===== src/rtl/algo_1r1w_ctrl_pkg.sv =====
// rtl/algo_1r1w_ctrl_pkg.sv - shared types and constants for the 1R1W round-robin controller
//
// Purpose : controller state encoding and the value written into every word
//           during array initialization.
// Contents: ctrl_state_t (INIT, RUN), INIT_VAL (all-zero data word, sliced to
//           the data width by the user; data widths up to INIT_VAL_MAXW bits).

package algo_1r1w_ctrl_pkg;

  typedef enum logic {
    INIT = 1'b0,
    RUN  = 1'b1
  } ctrl_state_t;

  localparam int INIT_VAL_MAXW = 256;
  localparam logic [INIT_VAL_MAXW-1:0] INIT_VAL = '0;

endpackage


===== src/rtl/algo_rr_arb.sv =====
// rtl/algo_rr_arb.sv - round-robin arbiter with a last-granted pointer
//
// Purpose : grants one requester per cycle, searching from the index after
//           the last granted one and wrapping modulo NUMREQ. The grant is
//           combinational in the request cycle; the pointer moves on any grant.
// Ports   : clk, rst (sync, active high)
//           en   - arbitration allowed this cycle; no grant when low
//           req  - request vector, one bit per requester
//           gnt  - one-hot grant (all zero when nothing is granted)

module algo_rr_arb
  import algo_1r1w_ctrl_pkg::*;
#(
  parameter int NUMREQ = 4
) (
  input  logic              clk,
  input  logic              rst,
  input  logic              en,
  input  logic [NUMREQ-1:0] req,
  output logic [NUMREQ-1:0] gnt
);

  localparam int BITREQ = (NUMREQ > 1) ? $clog2(NUMREQ) : 1;

  logic [BITREQ-1:0] last_q;
  logic [BITREQ-1:0] gidx;
  logic [BITREQ-1:0] idx;
  logic [BITREQ:0]   sum;
  logic              found;

  // Walk candidates last+1 .. last+NUMREQ; the first requesting one wins.
  // The extra sum bit keeps the wrap correct for non-power-of-two NUMREQ.
  always_comb begin
    gnt   = '0;
    gidx  = last_q;
    found = 1'b0;
    idx   = '0;
    sum   = '0;
    for (int k = 1; k <= NUMREQ; k++) begin
      sum = {1'b0, last_q} + (BITREQ+1)'(k);
      if (sum >= (BITREQ+1)'(NUMREQ)) begin
        sum = sum - (BITREQ+1)'(NUMREQ);
      end
      idx = sum[BITREQ-1:0];
      if (en && !found && req[idx]) begin
        gnt[idx] = 1'b1;
        gidx     = idx;
        found    = 1'b1;
      end
    end
  end

  // Reset to the highest index so requester 0 is first in line.
  always_ff @(posedge clk) begin
    if (rst) begin
      last_q <= BITREQ'(NUMREQ - 1);
    end else if (found) begin
      last_q <= gidx;
    end
  end

endmodule


===== src/rtl/algo_1r1w_rrarb_ctrl.sv =====
// rtl/algo_1r1w_rrarb_ctrl.sv - init + round-robin read arbitration in front of a 1R1W memory
//
// Purpose : optionally zero-fills the array through the write port, then
//           arbitrates NUMREQ read requesters onto the single read port and
//           passes the write requester straight through. Responses are steered
//           back with a one-hot tag pipeline RD_LAT stages deep.
// Config  : ALGO_1R1W_CTRL_INIT_EN defined -> INIT state and init counter
//           present; undefined -> controller runs from the first cycle after
//           reset and array contents are whatever the memory holds.
// Ports   : clk, rst (sync, active high)
//           req_read/req_adr -> req_gnt (combinational one-hot grant)
//           rsp_vld/rsp_dout - one-hot response valid, shared response data
//           write/wr_adr/din/bw -> wr_rdy (write accepted when both high)
//           init_done - array initialized, controller in RUN
//           rd_err    - sticky tag/rd_vld disagreement
//           m_*       - memory wrapper read/write port

module algo_1r1w_rrarb_ctrl
  import algo_1r1w_ctrl_pkg::*;
#(
  parameter int NUMREQ  = 4,
  parameter int BITREQ  = 2,
  parameter int WIDTH   = 15,
  parameter int NUMADDR = 256,
  parameter int BITADDR = 8,
  parameter int RD_LAT  = 2
) (
  input  logic                      clk,
  input  logic                      rst,
  input  logic [NUMREQ-1:0]         req_read,
  input  logic [NUMREQ*BITADDR-1:0] req_adr,
  output logic [NUMREQ-1:0]         req_gnt,
  output logic [NUMREQ-1:0]         rsp_vld,
  output logic [WIDTH-1:0]          rsp_dout,
  input  logic                      write,
  input  logic [BITADDR-1:0]        wr_adr,
  input  logic [WIDTH-1:0]          din,
  input  logic [WIDTH-1:0]          bw,
  output logic                      wr_rdy,
  output logic                      init_done,
  output logic                      rd_err,
  output logic                      m_read,
  output logic [BITADDR-1:0]        m_rd_adr,
  input  logic [WIDTH-1:0]          m_rd_dout,
  input  logic                      m_rd_vld,
  output logic                      m_write,
  output logic [BITADDR-1:0]        m_wr_adr,
  output logic [WIDTH-1:0]          m_din,
  output logic [WIDTH-1:0]          m_bw
);

  ctrl_state_t state_q, state_n;
  logic        run_en;

`ifdef ALGO_1R1W_CTRL_INIT_EN
  localparam logic [BITADDR:0] LAST_ADR = (BITADDR+1)'(NUMADDR - 1);
  logic [BITADDR:0] icnt_q, icnt_n;
`endif

  // Gating with rst keeps grants and writes off during the reset cycle even
  // though the state register only changes at the edge.
  assign run_en    = (state_q == RUN) && !rst;
  assign init_done = run_en;

  // ---------------------------------------------------------------- state
  always_ff @(posedge clk) begin
    if (rst) begin
`ifdef ALGO_1R1W_CTRL_INIT_EN
      state_q <= INIT;
      icnt_q  <= '0;
`else
      state_q <= RUN;
`endif
    end else begin
      state_q <= state_n;
`ifdef ALGO_1R1W_CTRL_INIT_EN
      icnt_q  <= icnt_n;
`endif
    end
  end

  always_comb begin
    state_n  = state_q;
`ifdef ALGO_1R1W_CTRL_INIT_EN
    icnt_n   = icnt_q;
`endif
    wr_rdy   = 1'b0;
    m_write  = 1'b0;
    m_wr_adr = wr_adr;
    m_din    = din;
    m_bw     = bw;
    case (state_q)
      INIT: begin
`ifdef ALGO_1R1W_CTRL_INIT_EN
        // The write port belongs to the init sequence; the user write stalls.
        icnt_n = icnt_q + (BITADDR+1)'(1);
        if (icnt_q == LAST_ADR) begin
          state_n = RUN;
        end
        if (!rst) begin
          m_write  = 1'b1;
          m_wr_adr = icnt_q[BITADDR-1:0];
          m_din    = INIT_VAL[WIDTH-1:0];
          m_bw     = '1;
        end
`else
        state_n = RUN;
`endif
      end
      RUN: begin
        if (!rst) begin
          wr_rdy  = 1'b1;
          m_write = write;
        end
      end
      default: state_n = RUN;
    endcase
  end

  // ---------------------------------------------------------------- read arbitration
  algo_rr_arb #(
    .NUMREQ (NUMREQ)
  ) u_arb (
    .clk (clk),
    .rst (rst),
    .en  (run_en),
    .req (req_read),
    .gnt (req_gnt)
  );

  logic [BITREQ-1:0] gnt_idx;

  always_comb begin
    gnt_idx = '0;
    for (int i = 0; i < NUMREQ; i++) begin
      if (req_gnt[i]) begin
        gnt_idx = BITREQ'(i);
      end
    end
  end

  always_comb begin
    m_rd_adr = '0;
    for (int i = 0; i < NUMREQ; i++) begin
      if (gnt_idx == BITREQ'(i)) begin
        m_rd_adr = req_adr[i*BITADDR +: BITADDR];
      end
    end
  end

  assign m_read = |req_gnt;

  // ---------------------------------------------------------------- response steering
  logic [NUMREQ-1:0] tag_q [RD_LAT];
  logic [RD_LAT-1:0] blank_q;

  always_ff @(posedge clk) begin
    if (rst) begin
      for (int i = 0; i < RD_LAT; i++) begin
        tag_q[i] <= '0;
      end
    end else begin
      tag_q[0] <= req_gnt;
      for (int i = 1; i < RD_LAT; i++) begin
        tag_q[i] <= tag_q[i-1];
      end
    end
  end

  assign rsp_vld  = tag_q[RD_LAT-1];
  assign rsp_dout = m_rd_dout;

  // Reads issued just before a reset still come back from the memory while
  // the tag pipeline is already flushed. The first RD_LAT cycles after reset
  // skip the consistency check so those dropped responses raise no error; no
  // read issued after reset can return inside that window.
  always_ff @(posedge clk) begin
    if (rst) begin
      blank_q <= '1;
      rd_err  <= 1'b0;
    end else begin
      blank_q <= blank_q >> 1;
      if (!blank_q[0] && ((|tag_q[RD_LAT-1]) != m_rd_vld)) begin
        rd_err <= 1'b1;
      end
    end
  end

endmodule


===== config.mk =====
export PLATFORM = sky130hd
export DESIGN_NAME = algo_1r1w_rrarb_ctrl
export DESIGN_NICKNAME = d
export VERILOG_FILES = /design/src/rtl/algo_1r1w_ctrl_pkg.sv /design/src/rtl/algo_rr_arb.sv /design/src/rtl/algo_1r1w_rrarb_ctrl.sv
export SDC_FILE = /design/constraint.sdc
export NUM_CORES = 1
export LEC_CHECK = 0
export ABC_AREA = 0
export ABC_CLOCK_PERIOD_IN_PS = 3600
export CAP_MARGIN = 15
export CORE_UTILIZATION = 29
export CTS_CLUSTER_SIZE = 30
export DETAILED_ROUTE_END_ITERATION = 6
export GPL_ROUTABILITY_DRIVEN = 0
export PLACE_DENSITY = 0.82
export SKIP_LAST_GASP = 1
export SYNTH_ARGS = -nofsm -noshare
export SYNTH_HDL_FRONTEND = slang
export SYNTH_SLANG_ARGS = --single-unit

===== constraint.sdc =====
create_clock -name clk -period 3.6 [get_ports clk]
set_clock_uncertainty 0.15 [all_clocks]
set_input_delay 0.36 -clock clk [delete_from_list [all_inputs] [get_ports clk]]
set_output_delay 0.36 -clock clk [all_outputs]
set_load 0.005 [all_outputs]

==> out/results.ini <==
[global_route]
grt_pass1_wl_mm=6.506
grt_max_degree=16
grt.busiest_layer=met2
grt_overflow=0
grt_pass1_vias=1381
grt_util_met1=0.1509
antenna_found_initial=0
grtUsageMet2=0.2402
grt_usage=0.1328
grt_use_met3=0.04048

[worst_setup_path]
worstPathRequired_ns=3.09
critPathArrivalTime_ns=3.09
path_class=reg -> out
end_kind=output pin
critical_path_peak_fanout=6
critPathLaunchType=flip-flop

[drt]
viasPerCell=4.705
dr.pass1.iters=4
wl_mm=4.175
routedWlPerCell_um=14.50
drc=0
vias=1355
dr.first_iter.drc_count=48
ant_nets=0

[floorplan]
initial_utilization=0.3086
coreArea_um2=5238
fp-row-count=26
die_y_um=76.66
die_w_um=76.66
ioPinCount=167
dieArea_um2=5877

[synth]
synthAdderAreaFrac=0.06192
synth_cell_types=35
seq_area_frac_synth=0.1610
synth_xor_area_frac=0.01084
syn_inst=192
synth_warnings=0
yosys_register_bits=13
avgSynthCellArea_um2=8.420
syn_area_um2=1617
synth_simple_gate_area_frac=0.1269
syn_nets=293
synth_top_family_by_area=buffers and inverters
synth_mux_area_frac=0.1409
synth_compound_area_frac=0.1618

[final_layout]
drive_above_1_share=0.2890
syn_to_final_growth_pct=39.09
final_common_cell=clkdlybuf4s50_1
multi_input_comb_area_um2=945.9
post-route-util=0.4293
finalInstanceArea_um2=2248
layout_common_cells=49 x clkdlybuf4s50_1, 21 x buf_4, 15 x nand2_1, 13 x inv_1, 11 x dfxtp_1
antennaDiodeCount=0
nets=320
seqCellArea_um2=262.8
fill_cells=499

[clock_network]
clkSinkCount=13
numCtsBuffers=3
hold_buffers=0
tritoncts=done
clk_pin_slew_ns=0.05
root_buffer=clkbuf_8
htree_levels=1
cts.path.max_buffers=2
worstSkewPairLatency_ns=0.23

[flow_run]
drv_cap=0

[power_and_ir_drop]
p_total_mw=1.563
p_comb_frac=0.789
p_seq_frac=0.132
leakage_nw=1.073
switching_share=0.3720
peakVddDrop_v=0.0002463
power_density_nw_per_um2=695.3
p_switching_mw=0.5816
p_clk_frac=0.078
intPower_mw=0.9817

[timing]
rsz0062_at_grt=true
setup_slack_ns=-0.002168
min_period_ns=3.602
maxSlewHeadroom=0.7652
worstMarginPinSlew_ns=0.3490
final_hold_viol_count=0
final_max_slew_viol_count=0
max_freq_ghz=0.2776
setup_viol=1
fin_crit_sh=1.001

[min_path]
min_path_type=reg -> reg

[placed_design]
dp_slack_ns=-0.2257
placed_area_um2=1976
place.detailed.hpwl_mm=3.047
numPortBuffers=60

[run_status]
status=finished with violations
violations=negative setup slack

-- layout make-up --
type,instances,share of cell area
timing repair buffer,87,0.3767
sequential,13,0.1169
multi-input combinational,98,0.4207
clock buffer,4,0.02003
tap,70,0.03895
inverter,16,0.02671
-- cells in the mapped netlist --
master | instances | share of area
nor4b_4 | 1 | 0.015
a21oi_1 | 5 | 0.015
nor3b_4 | 1 | 0.012
a222oi_1 | 1 | 0.0062
a21o_1 | 9 | 0.042
a22oi_1 | 1 | 0.0046
mux2_1 | 8 | 0.056
nor3_1 | 1 | 0.0031
a221o_1 | 2 | 0.012
nor2b_1 | 6 | 0.023
buf_6 | 1 | 0.0070
nor4_1 | 1 | 0.0039
buf_4 | 60 | 0.28
nor2_1 | 5 | 0.012
or2_2 | 1 | 0.0039
o21ai_0 | 5 | 0.015
ha_1 | 8 | 0.062
mux4_2 | 3 | 0.042
nand3b_1 | 2 | 0.0093
clkbuf_1 | 1 | 0.0023
buf_2 | 3 | 0.0093
inv_2 | 1 | 0.0023
a221oi_2 | 1 | 0.0093
or4_4 | 1 | 0.0070
buf_1 | 1 | 0.0023
xnor2_1 | 1 | 0.0054
mux2i_1 | 7 | 0.043
o32ai_1 | 8 | 0.043
a22oi_2 | 1 | 0.0077
inv_1 | 15 | 0.035
xor2_1 | 1 | 0.0054
dfxtp_1 | 13 | 0.16
and2_1 | 1 | 0.0039
nand2_1 | 15 | 0.035
a22o_1 | 1 | 0.0054
-- flip-flops by register name, indices dropped and copies added, names as in the netlist --
name	flops
blank_q	2
tag_q	8
u_arb.last_q	2
rd_err	1
-- per-stage QoR --
| step | hold slack [ns] | std cells | TNS [ns] |
|---|---|---|---|
| 2_1_floorplan | 0.2377 | 192 | 0 |
| 3_3_place_gp | 0.2417 | 275 | -1.274 |
| 3_5_place_dp | 0.2617 | 275 | -1.922 |
| 4_1_cts | 0.2740 | 283 | -0.004336 |
| 5_1_grt | 0.2885 | 288 | -0.2516 |
| 6_report | 0.2642 | 288 | -0.002168 |
-- power by group through the flow --
stage                     clock network (mW)  registers (mW)  logic [mW]
after floorplan                            0           0.212       0.646
after global placement                     0           0.203        1.03
after detailed placement                   0           0.206        1.05
after CTS                              0.129           0.204        1.12
after global routing                   0.135           0.212        1.33
final                                  0.123           0.207        1.23
-- per-layer routing --
layer | part of all wire | wire (µm)
met4 | 0.0079 | 33
met2 | 0.53 | 2195
met1 | 0.41 | 1708
met5 | 0 | 0
met3 | 0.057 | 239
-- cells by family after synthesis --
logic type               count (synthesis)
flip-flops                              13
XOR/XNOR                                 2
AND/OR/NAND/NOR                         35
buffers and inverters                   82
multiplexers                            18
adder cells (fa/ha/maj)                  8
AO/OA/AOI/OAI                           34
-- final timing paths --
check / from / endpoint / slack [ns] / depth (start not counted)
max: u_arb.last_q[0]$_SDFFE_PP1P_ / m_rd_adr[4] / -0.002 / 11
min: blank_q[1]$_DFF_P_ / blank_q[0]$_SDFF_PP1_ / 0.26 / 1
max reg2reg: u_arb.last_q[1]$_SDFFE_PP1P_ / tag_q[0][2]$_SDFF_PP0_ / 1.33 / 9
min reg2reg: blank_q[1]$_DFF_P_ / blank_q[0]$_SDFF_PP1_ / 0.26 / 1
-- worst max-delay path, stage by stage, from the launching register on --
cell and delay (ns):
dfxtp_2 0.33, inv_1 0.07, ha_4 0.32, mux2i_1 0.22, a22oi_2 0.15, nor4b_4 0.34
a222oi_1 0.17, buf_4 0.19, buf_4 0.15, o32ai_2 0.28, a21o_1 0.13, clkdlybuf4s50_1 0.52
-- timing repair --
action	in CTS	in global routing
pin swaps	2	8
cloned	1	0
setup buffers	3	5
endpoints found under the setup margin	9	9
gates resized for setup	11	32
(Power assumes the default switching activity.)
